===== config.mk =====
export PLATFORM = sky130hd
export DESIGN_NAME = i2s_tx
export DESIGN_NICKNAME = d
export VERILOG_FILES = /design/src/rtl/audio_pkg.sv /design/src/rtl/i2s_clk_gen.sv /design/src/rtl/i2s_tx.sv
export SDC_FILE = /design/constraint.sdc
export NUM_CORES = 1
export LEC_CHECK = 0
export ABC_AREA = 1
export ABC_CLOCK_PERIOD_IN_PS = 1650
export BUFFER_PORTS_ARGS = -buffer_cell sky130_fd_sc_hd__buf_2
export CAP_MARGIN = 20
export CORE_MARGIN = 2
export CORE_UTILIZATION = 53
export CTS_BUF_LIST = sky130_fd_sc_hd__clkbuf_8 sky130_fd_sc_hd__clkbuf_16
export DETAILED_ROUTE_END_ITERATION = 10
export MAX_ROUTING_LAYER = met4
export PLACE_DENSITY = 0.75
export SLEW_MARGIN = 20
export SYNTH_ARGS = -nofsm -noshare
export SYNTH_HDL_FRONTEND = slang
export SYNTH_SLANG_ARGS = --single-unit

===== constraint.sdc =====
create_clock -name clk_pixel -period 1.65 [get_ports clk_pixel]
set_input_delay 0.165 -clock clk_pixel [delete_from_list [all_inputs] [get_ports clk_pixel]]
set_output_delay 0.165 -clock clk_pixel [all_outputs]
set_load 0.1 [all_outputs]

===== src/rtl/audio_pkg.sv =====
// Shared audio types and default framing constants.
// Used by the I2S receive and transmit paths.
package audio_pkg;

  localparam int AUDIO_SAMPLE_WIDTH = 16;
  localparam int AUDIO_SLOT_WIDTH   = 32;
  localparam int AUDIO_FRAME_BITS   = 2 * AUDIO_SLOT_WIDTH;

  typedef struct packed {
    logic [AUDIO_SAMPLE_WIDTH-1:0] l;
    logic [AUDIO_SAMPLE_WIDTH-1:0] r;
  } stereo_sample_t;

endpackage


===== src/rtl/i2s_clk_gen.sv =====
// MCLK/BCK dividers, BCK fall strobe and bit counter/LRCK.
// Strobes are combinational and line up with the BCK 1->0 toggle.
module i2s_clk_gen
  import audio_pkg::*;
#(
  parameter int SLOT_WIDTH    = AUDIO_SLOT_WIDTH,
  parameter int BCK_HALF_DIV  = 12,
  parameter int MCLK_HALF_DIV = 3,
  localparam int BW = $clog2(2 * SLOT_WIDTH)
) (
  input  logic          clk_pixel,
  input  logic          rst_n,
  output logic          i2s_mclk,
  output logic          i2s_bck,
  output logic          i2s_lrck,
  output logic          fall,
  output logic          load,
  output logic [BW-1:0] slot_k,
  output logic          slot_r
);

  localparam int MW = $clog2(MCLK_HALF_DIV + 1);
  localparam int KW = $clog2(BCK_HALF_DIV + 1);
  localparam logic [BW-1:0] LAST = BW'(2 * SLOT_WIDTH - 1);
  localparam logic [BW-1:0] SLOT = BW'(SLOT_WIDTH);

  logic [MW-1:0] mclk_cnt;
  logic [KW-1:0] bck_cnt;
  logic [BW-1:0] bit_cnt;
  logic [BW-1:0] bit_nxt;
  logic          mclk_tc;
  logic          bck_tc;

  assign mclk_tc = mclk_cnt == MW'(MCLK_HALF_DIV - 1);
  assign bck_tc  = bck_cnt == KW'(BCK_HALF_DIV - 1);
  assign fall    = bck_tc && i2s_bck;
  assign load    = fall && (bit_cnt == LAST);

  // Next bit position and its slot split.
  always_comb begin
    bit_nxt = (bit_cnt == LAST) ? '0 : bit_cnt + 1'b1;
    slot_r  = bit_nxt >= SLOT;
    slot_k  = slot_r ? bit_nxt - SLOT : bit_nxt;
  end

  // MCLK divider.
  always_ff @(posedge clk_pixel) begin
    if (!rst_n) begin
      mclk_cnt <= '0;
      i2s_mclk <= 1'b0;
    end else begin
      mclk_cnt <= mclk_tc ? '0 : mclk_cnt + 1'b1;
      if (mclk_tc)
        i2s_mclk <= ~i2s_mclk;
    end
  end

  // BCK divider.
  always_ff @(posedge clk_pixel) begin
    if (!rst_n) begin
      bck_cnt <= '0;
      i2s_bck <= 1'b0;
    end else begin
      bck_cnt <= bck_tc ? '0 : bck_cnt + 1'b1;
      if (bck_tc)
        i2s_bck <= ~i2s_bck;
    end
  end

  // Bit counter and word select advance on BCK fall.
  always_ff @(posedge clk_pixel) begin
    if (!rst_n) begin
      bit_cnt  <= LAST;
      i2s_lrck <= 1'b0;
    end else if (fall) begin
      bit_cnt  <= bit_nxt;
      i2s_lrck <= slot_r;
    end
  end

endmodule


===== src/rtl/i2s_tx.sv =====
// Master-mode I2S transmitter with one-frame holding register.
// Option: I2S_TX_UNDERRUN_MUTE_EN sends zeros on underrun.
module i2s_tx
  import audio_pkg::*;
#(
  parameter int SAMPLE_WIDTH  = AUDIO_SAMPLE_WIDTH,
  parameter int SLOT_WIDTH    = AUDIO_SLOT_WIDTH,
  parameter int BCK_HALF_DIV  = 12,
  parameter int MCLK_HALF_DIV = 3
) (
  input  logic                    clk_pixel,
  input  logic                    rst_n,
  input  logic [SAMPLE_WIDTH-1:0] sample_l,
  input  logic [SAMPLE_WIDTH-1:0] sample_r,
  input  logic                    sample_valid,
  output logic                    sample_ready,
  output logic                    i2s_mclk,
  output logic                    i2s_bck,
  output logic                    i2s_lrck,
  output logic                    i2s_dout,
  output logic                    frame_start,
  output logic                    underrun
);

  localparam int BW = $clog2(2 * SLOT_WIDTH);
  localparam int MSB = SAMPLE_WIDTH - 1;

  logic                    fall;
  logic                    load;
  logic [BW-1:0]           slot_k;
  logic                    slot_r;
  logic                    in_data;
  logic                    accept;
  logic                    hold_full;
  stereo_sample_t          hold;
  stereo_sample_t          last;
  stereo_sample_t          src;
  logic [SAMPLE_WIDTH-1:0] sr_l;
  logic [SAMPLE_WIDTH-1:0] sr_r;

  i2s_clk_gen #(
    .SLOT_WIDTH   (SLOT_WIDTH),
    .BCK_HALF_DIV (BCK_HALF_DIV),
    .MCLK_HALF_DIV(MCLK_HALF_DIV)
  ) u_clk_gen (
    .clk_pixel(clk_pixel),
    .rst_n    (rst_n),
    .i2s_mclk (i2s_mclk),
    .i2s_bck  (i2s_bck),
    .i2s_lrck (i2s_lrck),
    .fall     (fall),
    .load     (load),
    .slot_k   (slot_k),
    .slot_r   (slot_r)
  );

  assign sample_ready = !hold_full;
  assign accept       = sample_valid && !hold_full;
  assign in_data      = (slot_k != '0) &&
                        (slot_k <= BW'(SAMPLE_WIDTH));

  // Frame source: fresh pair, else underrun fallback.
  always_comb begin
    src = '0;
    if (hold_full)
      src = hold;
    else begin
`ifdef I2S_TX_UNDERRUN_MUTE_EN
      src = '0;
`else
      src = last;
`endif
    end
  end

  // Holding register and handshake; no bypass into a load.
  always_ff @(posedge clk_pixel) begin
    if (!rst_n) begin
      hold_full <= 1'b0;
      hold      <= '0;
    end else if (accept) begin
      hold_full <= 1'b1;
      hold.l    <= sample_l;
      hold.r    <= sample_r;
    end else if (load) begin
      hold_full <= 1'b0;
    end
  end

  // Frame load, shift-out and status pulses.
  always_ff @(posedge clk_pixel) begin
    if (!rst_n) begin
      sr_l        <= '0;
      sr_r        <= '0;
      last        <= '0;
      i2s_dout    <= 1'b0;
      frame_start <= 1'b0;
      underrun    <= 1'b0;
    end else begin
      frame_start <= load;
      underrun    <= load && !hold_full;
      if (load) begin
        sr_l     <= src.l;
        sr_r     <= src.r;
        i2s_dout <= 1'b0;
        if (hold_full)
          last <= hold;
      end else if (fall) begin
        if (!in_data)
          i2s_dout <= 1'b0;
        else if (slot_r) begin
          i2s_dout <= sr_r[MSB];
          sr_r     <= {sr_r[MSB-1:0], 1'b0};
        end else begin
          i2s_dout <= sr_l[MSB];
          sr_l     <= {sr_l[MSB-1:0], 1'b0};
        end
      end
    end
  end

endmodule


==> results of run 1 <==
==> cells in the mapped netlist <==
master	count
nand2_1	159
dfxtp_1	115
nor2_1	108
o21ai_0	87
inv_1	59
nand3_1	29
o22ai_1	28
clkbuf_1	24
a21oi_1	13
buf_2	9
buf_6	3
ha_1	3
nand2_4	3
nor3_1	3
a22oi_1	2
inv_4	2
nand3_2	2
nand3_4	2
nand4_1	2
nor2_8	2
o211ai_1	2
xnor2_1	2
clkinv_1	1
inv_2	1
nand2_2	1
nand4_4	1
nor2_2	1
nor2_4	1
o21a_1	1
o21bai_2	1
or2_2	1
==> metal layers <==
layer / GRT usage, % / share of wire, %
met3: 6.25 / 5.1
met5: - / 0
met2: 41.0 / 48
met4: 8.64 / 1.8
met1: 33.8 / 45
==> worst max-delay path, stage by stage (launching register included) <==
cell	delay, ns
dfxtp_1	0.41
inv_1	0.14
nor2_4	0.17
nand2_4	0.11
nand3_4	0.12
nand2_4	0.08
nand2_4	0.07
nand3_4	0.13
nand2_8	0.16
inv_8	0.06
nor2_2	0.09
nor2_1	0.06
==> layout make-up <==
cell class                 count  area share [%]
multi-input combinational    457            36.5
sequential                   115            35.7
timing repair buffer         103            13.1
clock buffer                  17            6.41
inverter                      63            4.06
tap                          108            2.09
clock inverter                15            1.95
timing repair inverter         1           0.174
==> kinds of logic (layout without fill, tap and decap cells) <==
| kind of cell | Yosys count | after routing | share of synthesized area (%) |
|---|---|---|---|
| buf+inv | 99 | 199 | 8.47 |
| flops | 115 | 115 | 47.5 |
| fa+ha+maj | 3 | 3 | 0.774 |
| xor+xnor | 2 | 2 | 0.361 |
| compound gates | 134 | 134 | 14.9 |
| simple gates | 315 | 318 | 28.0 |
==> what timing repair did <==
item / CTS / global route
setup endpoints to repair: 63 / 67
pin swaps: 9 / 8
buffers inserted: 5 / 2
hold buffers: 33 / 0
hold endpoints to repair: 35 / 0
gates resized for setup: 33 / 38
gates cloned: 4 / 1
==> sequential cells by signal, indices dropped and copies added (netlist names) <==
signal	count
hold	32
last	32
sr_l	16
sr_r	16
u_clk_gen.bit_cnt	6
u_clk_gen.bck_cnt	4
u_clk_gen.mclk_cnt	2
frame_start	1
hold_full	1
i2s_dout	1
u_clk_gen.i2s_bck	1
u_clk_gen.i2s_lrck	1
u_clk_gen.i2s_mclk	1
underrun	1
==> power groups by stage <==
stage                     Combinational (uW)  Clock (uW)  Sequential, uW
after floorplan                          321           0            3010
after global placement                   458           0            2980
after detailed placement                 471           0            2990
after CTS                                533        3370            2930
after global routing                     625        3500            2940
final                                    559        3340            2930
==> how the worst max path moves through the flow <==
stage / endpoint / slack (ns) / from / cells past startpoint
5_1_grt: sr_l[15] / -0.13 / u_clk_gen.bit_cnt[1] / 12
2_1_floorplan: sr_l[10] / -0.001 / u_clk_gen.i2s_bck / 8
4_1_cts: sr_l[15] / -0.03 / u_clk_gen.bit_cnt[0] / 10
3_3_place_gp: last[3] / -0.03 / u_clk_gen.bit_cnt[1] / 9
6_report: sr_l[15] / -0.08 / u_clk_gen.bit_cnt[3] / 11
3_5_place_dp: sr_r[5] / -0.11 / u_clk_gen.bit_cnt[1] / 11
==> per-stage QoR <==
step	total power, uW	area, um^2	worst slack, ns	hold WS, ns
global placement	3440	5270	-0.0334	0.407
global route	7060	6460	-0.128	0.154
CTS	6830	6310	-0.0291	0.0794
floorplan	3330	4890	-0.00134	0.328
finish	6830	6460	-0.0754	0.104
detailed placement	3460	5270	-0.110	0.422
==> cell usage in the layout, fill, tap and decap left out, types with 4 or more instances in the layout <==
master,Yosys,routed
a21oi_1,13,10
buf_12,0,5
buf_2,9,40
buf_4,0,20
clkbuf_16,0,17
clkinvlp_4,0,4
dfxtp_1,115,110
dfxtp_2,0,4
dlygate4sd3_1,0,33
inv_1,59,56
inv_6,0,5
inv_8,0,4
nand2_1,159,148
nand2_2,1,7
nand2_4,3,9
nand3_1,29,25
nand3_2,2,5
nand3_4,2,4
nor2_1,108,93
nor2_2,1,10
nor2_4,1,7
o21ai_0,87,77
o21ai_1,0,10
o22ai_1,28,28
==> out/metrics.yaml, run 1 <==
worstSetupEndpointType: "register"
yosysTopAreaCell: "dfxtp_1"
grt_max_degree: 40
pwr-share-clk_pct: 48.9
htree_levels: 4
avgSynthCellArea_um2: 7.26
port_buffers: 41
gp_congestion: 0.805
cp_data_required_time_ns: 2.07
multi_input_area_mm2: 0.00236
final_layout_size_suffix_gt1_share_pct: 21.7
cts_made_buffers: 17
violations: "negative setup slack"
status: "finished, violations left"
p_leak_uw: 0.00282
ys_types: 31
ir_worst_vdd_uv: 953
crit_fanout: 7
holdPathStages: 4
antenna_cells: 0
wl_um: 12500
cts.sinks: 115
ff2ff_path_depth: 11
instances_no_fill: 879
relSlewSlack_pct: 65.4
synth_area_leaders: "dfxtp_1 47%, nand2_1 12%, o21ai_0 9.0%"
swShare_pct: 27.1
hold_viol: 0
antenna_found_initial: 0
dieArea_mm2: 0.00993
syn2layout_area_growth_pct: 33.4
r2r_slack_ns: -0.08
drc_errors: 0
synth_cells: 668
fillers: 615
syn_area_mm2: 0.00485
max_cap_violations: 0
coreArea_mm2: 0.00881
r2r-end: "sr_l[15]"
dpl.hpwl_um: 6880
p_per_area_mw_per_mm2: 1060
min_to: "hold[26]"
tns_ns: -0.782
detail-route-antenna-nets: 0
max_freq_ghz: 0.580
avgRoutedWirePerCell_um: 14.2
p_int_uw: 4980
min_path_type: "in -> reg"
ys_warn_count: 0
nNetsFinal: 796
rows: 34
setup_slack_ns: -0.0754
setup_viol: 18
clkLatencyLatePin_ns: 0.53
ys_ff_latch: 115
vias: 4711
clock-skew-final_ns: 0.00987
p_sw_uw: 1850
post-route-period-util_pct: 105
start_kind: "register"
critical_path_class: "reg -> reg"
die_w_um: 99.6
grt_overflow: 0
min_period_ns: 1.73
grt_setup_unrepaired: "true"
pin_count: 42
final_core_util_pct: 73.4
drv_slew: 0
cts.clk_slew.worst_paths_ns: 0.06
seq_area_mm2: 0.00231
cts-root-buf: "clkbuf_8"
grt_pass1_wl_um: 20200
synth_nets: 706
clock_path_buffers: 2
fp.dieH_um: 99.6
power_frac_seq_pct: 42.9
start_util_pct: 55.0
synth_top_area_share_pct: 47.5
hp-start: "sample_valid"
synth.yosys.seq_area_share_pct: 47.5
max_slew.worst_pin.slew_ns: 0.518
crit_arrival_ns: 2.14
grt_usage_pct: 26.3
comb_power_share_pct: 8.2
first_pass_iters: 5
routed_via_density: 5.36
cts_tree: "yes"
place_inst: 802
reg2reg_from: "u_clk_gen.bit_cnt[3]"
drt-initial-drc-count: 287
grt_pass1_vias: 4294
Note: power is estimated with default switching activity, not from simulation.
==> run 2, diff against run 1 <==
--- a/config.mk
+++ b/config.mk
@@ -13,6 +13,7 @@
 export CORE_UTILIZATION = 53
 export CTS_BUF_LIST = sky130_fd_sc_hd__clkbuf_8 sky130_fd_sc_hd__clkbuf_16
 export DETAILED_ROUTE_END_ITERATION = 10
+export GPL_TIMING_DRIVEN = 0
 export MAX_ROUTING_LAYER = met4
 export PLACE_DENSITY = 0.75
 export SLEW_MARGIN = 20
==> constraint.sdc (replaced) <==
create_clock -name clk_pixel -period 1.65 [get_ports clk_pixel]
set_input_delay 0.0825 -clock clk_pixel [delete_from_list [all_inputs] [get_ports clk_pixel]]
set_output_delay 0.0825 -clock clk_pixel [all_outputs]
set_load 0.1 [all_outputs]
==> run 2 against run 1 <==
  * The flow still finishes with violations (negative setup slack)
  * Global-route usage grew 2.5 points
  * Via count grew 11%
  * Clock power grew 8.1%
  * Total power grew 5.3%
  * Clock skew shrank 0.0013 ns
  * Sequential share of layout area shrank 2.8 points
  * Register-to-register slack lost 0.06 ns
  * Setup slack lost 0.056 ns
  * Largest cell class unchanged
==> out/metrics.yaml, run 2 (same netlist as run 1, synthesis figures left out) <==
cts_made_buffers: 17
final_common_cell: "nand2_1"
dieArea_mm2: 0.00993
rows: 34
max_slew.worst_pin.slew_ns: 0.708
antenna_found_initial: 0
vias: 5213
fp.dieH_um: 99.6
port_buffers: 40
detail-route-antenna-nets: 0
ff2ff_path_depth: 13
grt_usage_pct: 28.8
drc_errors: 0
grt_pass1_wl_um: 22000
critical_path_class: "reg -> reg"
p_per_area_mw_per_mm2: 1020
worstSetupEndpointType: "register"
min_to: "u_clk_gen.i2s_bck"
cts_tree: "yes"
r2r_slack_ns: -0.13
hp-start: "rst_n"
start_util_pct: 55.0
wl_um: 15700
fillers: 525
reg2reg_from: "u_clk_gen.bit_cnt[1]"
pin_count: 42
start_kind: "register"
min_period_ns: 1.78
gp_congestion: 0.836
coreArea_mm2: 0.00881
p_leak_uw: 0.00307
nNetsFinal: 841
min_path_type: "in -> reg"
clock_path_buffers: 2
drv_slew: 0
violations: "negative setup slack"
cts.sinks: 115
crit_fanout: 5
ir_worst_vdd_uv: 841
setup_slack_ns: -0.131
place_ws_ns: -0.301
final_cell_mix: "132 x nand2_1, 109 x dfxtp_1, 103 x nor2_1"
cts.clk_slew.worst_paths_ns: 0.06
grt_overflow: 0
p_total_uw: 7190
r2r-end: "sr_r[2]"
cts-root-buf: "clkbuf_8"
routed_via_density: 5.65
holdPathStages: 3
first_pass_iters: 6
avgRoutedWirePerCell_um: 17.0
reg_top3: "hold: 32 flops, last: 32 flops"
die_w_um: 99.6
hold_viol: 0
dpl.hpwl_um: 7920
status: "finished, violations left"
post-route-period-util_pct: 108
max_freq_ghz: 0.561
final_core_util_pct: 79.9
clkLatencyLatePin_ns: 0.53
antenna_cells: 0
setup_viol: 43
final_layout_size_suffix_gt1_share_pct: 27.7
hold_slack_ns: 0.215
clock-skew-final_ns: 0.00853
grt_max_degree: 17
cp_data_required_time_ns: 2.07
relSlewSlack_pct: 52.8
syn2layout_area_growth_pct: 45.2
grt_setup_unrepaired: "true"
htree_levels: 4
crit_arrival_ns: 2.20
max_cap_violations: 0
drt-initial-drc-count: 491
grt_pass1_vias: 4746
[run 2: cell count changes in the layout (fill, tap and decap cells not counted), sizes merged]
cell,change
inv,-4
nand2,-2
nor2,+1
buf,+16
dlygate4sd3,+3
bufinv,+2
clkinvlp,+1
clkinv,-1
nand3,-1
clkbuf,+29
[run 2: layout make-up]
cell class | instances | area (um^2) | share of cell area, %
multi-input cells | 455 | 2480 | 35.2
flip-flops and latches | 115 | 2320 | 32.9
repair buffers | 114 | 996 | 14.2
clock buffers | 18 | 428 | 6.08
plain buffers | 36 | 275 | 3.91
inverters | 63 | 255 | 3.63
clock inverters | 13 | 149 | 2.12
well taps | 108 | 135 | 1.92
repair inverters | 1 | 6.26 | 0.0889
[run 2: through the flow]
stage / cell area, um^2 / TNS [ns] / cells
after CTS: 6440 / -3.15 / 898
after global placement: 5230 / -12.00 / 816
after detailed placement: 5230 / -14.84 / 816
after floorplan: 4890 / -0.0120 / 668
final: 7040 / -2.49 / 923
after global routing: 7040 / -5.94 / 923
[run 2: worst max-delay path, cell delays in order, from the launching register on]
cell and delay, ns:
dfxtp_4 0.36, ha_4 0.16, nand2_4 0.06, nor2_4 0.10, nand2_4 0.11, nor2_8 0.25, inv_4 0.11, buf_4 0.16
nand2_1 0.05, inv_1 0.06, nand2_2 0.08, nand3_2 0.05, nand2_1 0.07, inv_1 0.05
[run 2: timing repair]
action	4_1_cts	5_1_grt
endpoints found under the setup margin	68	69
cloned	3	7
hold endpoints to repair	32	0
buffers inserted	12	18
hold buffers	36	0
resized for setup	57	91
pin swaps	8	25
[run 2: how the worst max path moves through the flow]
| stage | start | to | cells past startpoint | slack [ns] |
|---|---|---|---|---|
| 6_report | u_clk_gen.bit_cnt[1] | sr_r[2] | 13 | -0.13 |
| 5_1_grt | u_clk_gen.bit_cnt[1] | sr_r[2] | 13 | -0.21 |
| 4_1_cts | u_clk_gen.bit_cnt[0] | sr_r[8] | 10 | -0.08 |
| 3_5_place_dp | u_clk_gen.bck_cnt[0] | last[30] | 7 | -0.30 |
| 3_3_place_gp | u_clk_gen.bck_cnt[0] | last[30] | 7 | -0.25 |
| 2_1_floorplan | u_clk_gen.i2s_bck | sr_l[10] | 8 | -0.001 |
[run 2: power by group]
group | total [uW] | switching, uW | internal, uW
combinational | 650 | 391 | 260
clock | 3610 | 1410 | 2200
sequential | 2930 | 60.6 | 2870
[run 2: per-layer routing]
layer / global-route usage [%] / wire (um)
met5: - / 0
met4: 13.3 / 409
met3: 5.69 / 1010
met2: 46.0 / 8100
met1: 35.2 / 6200
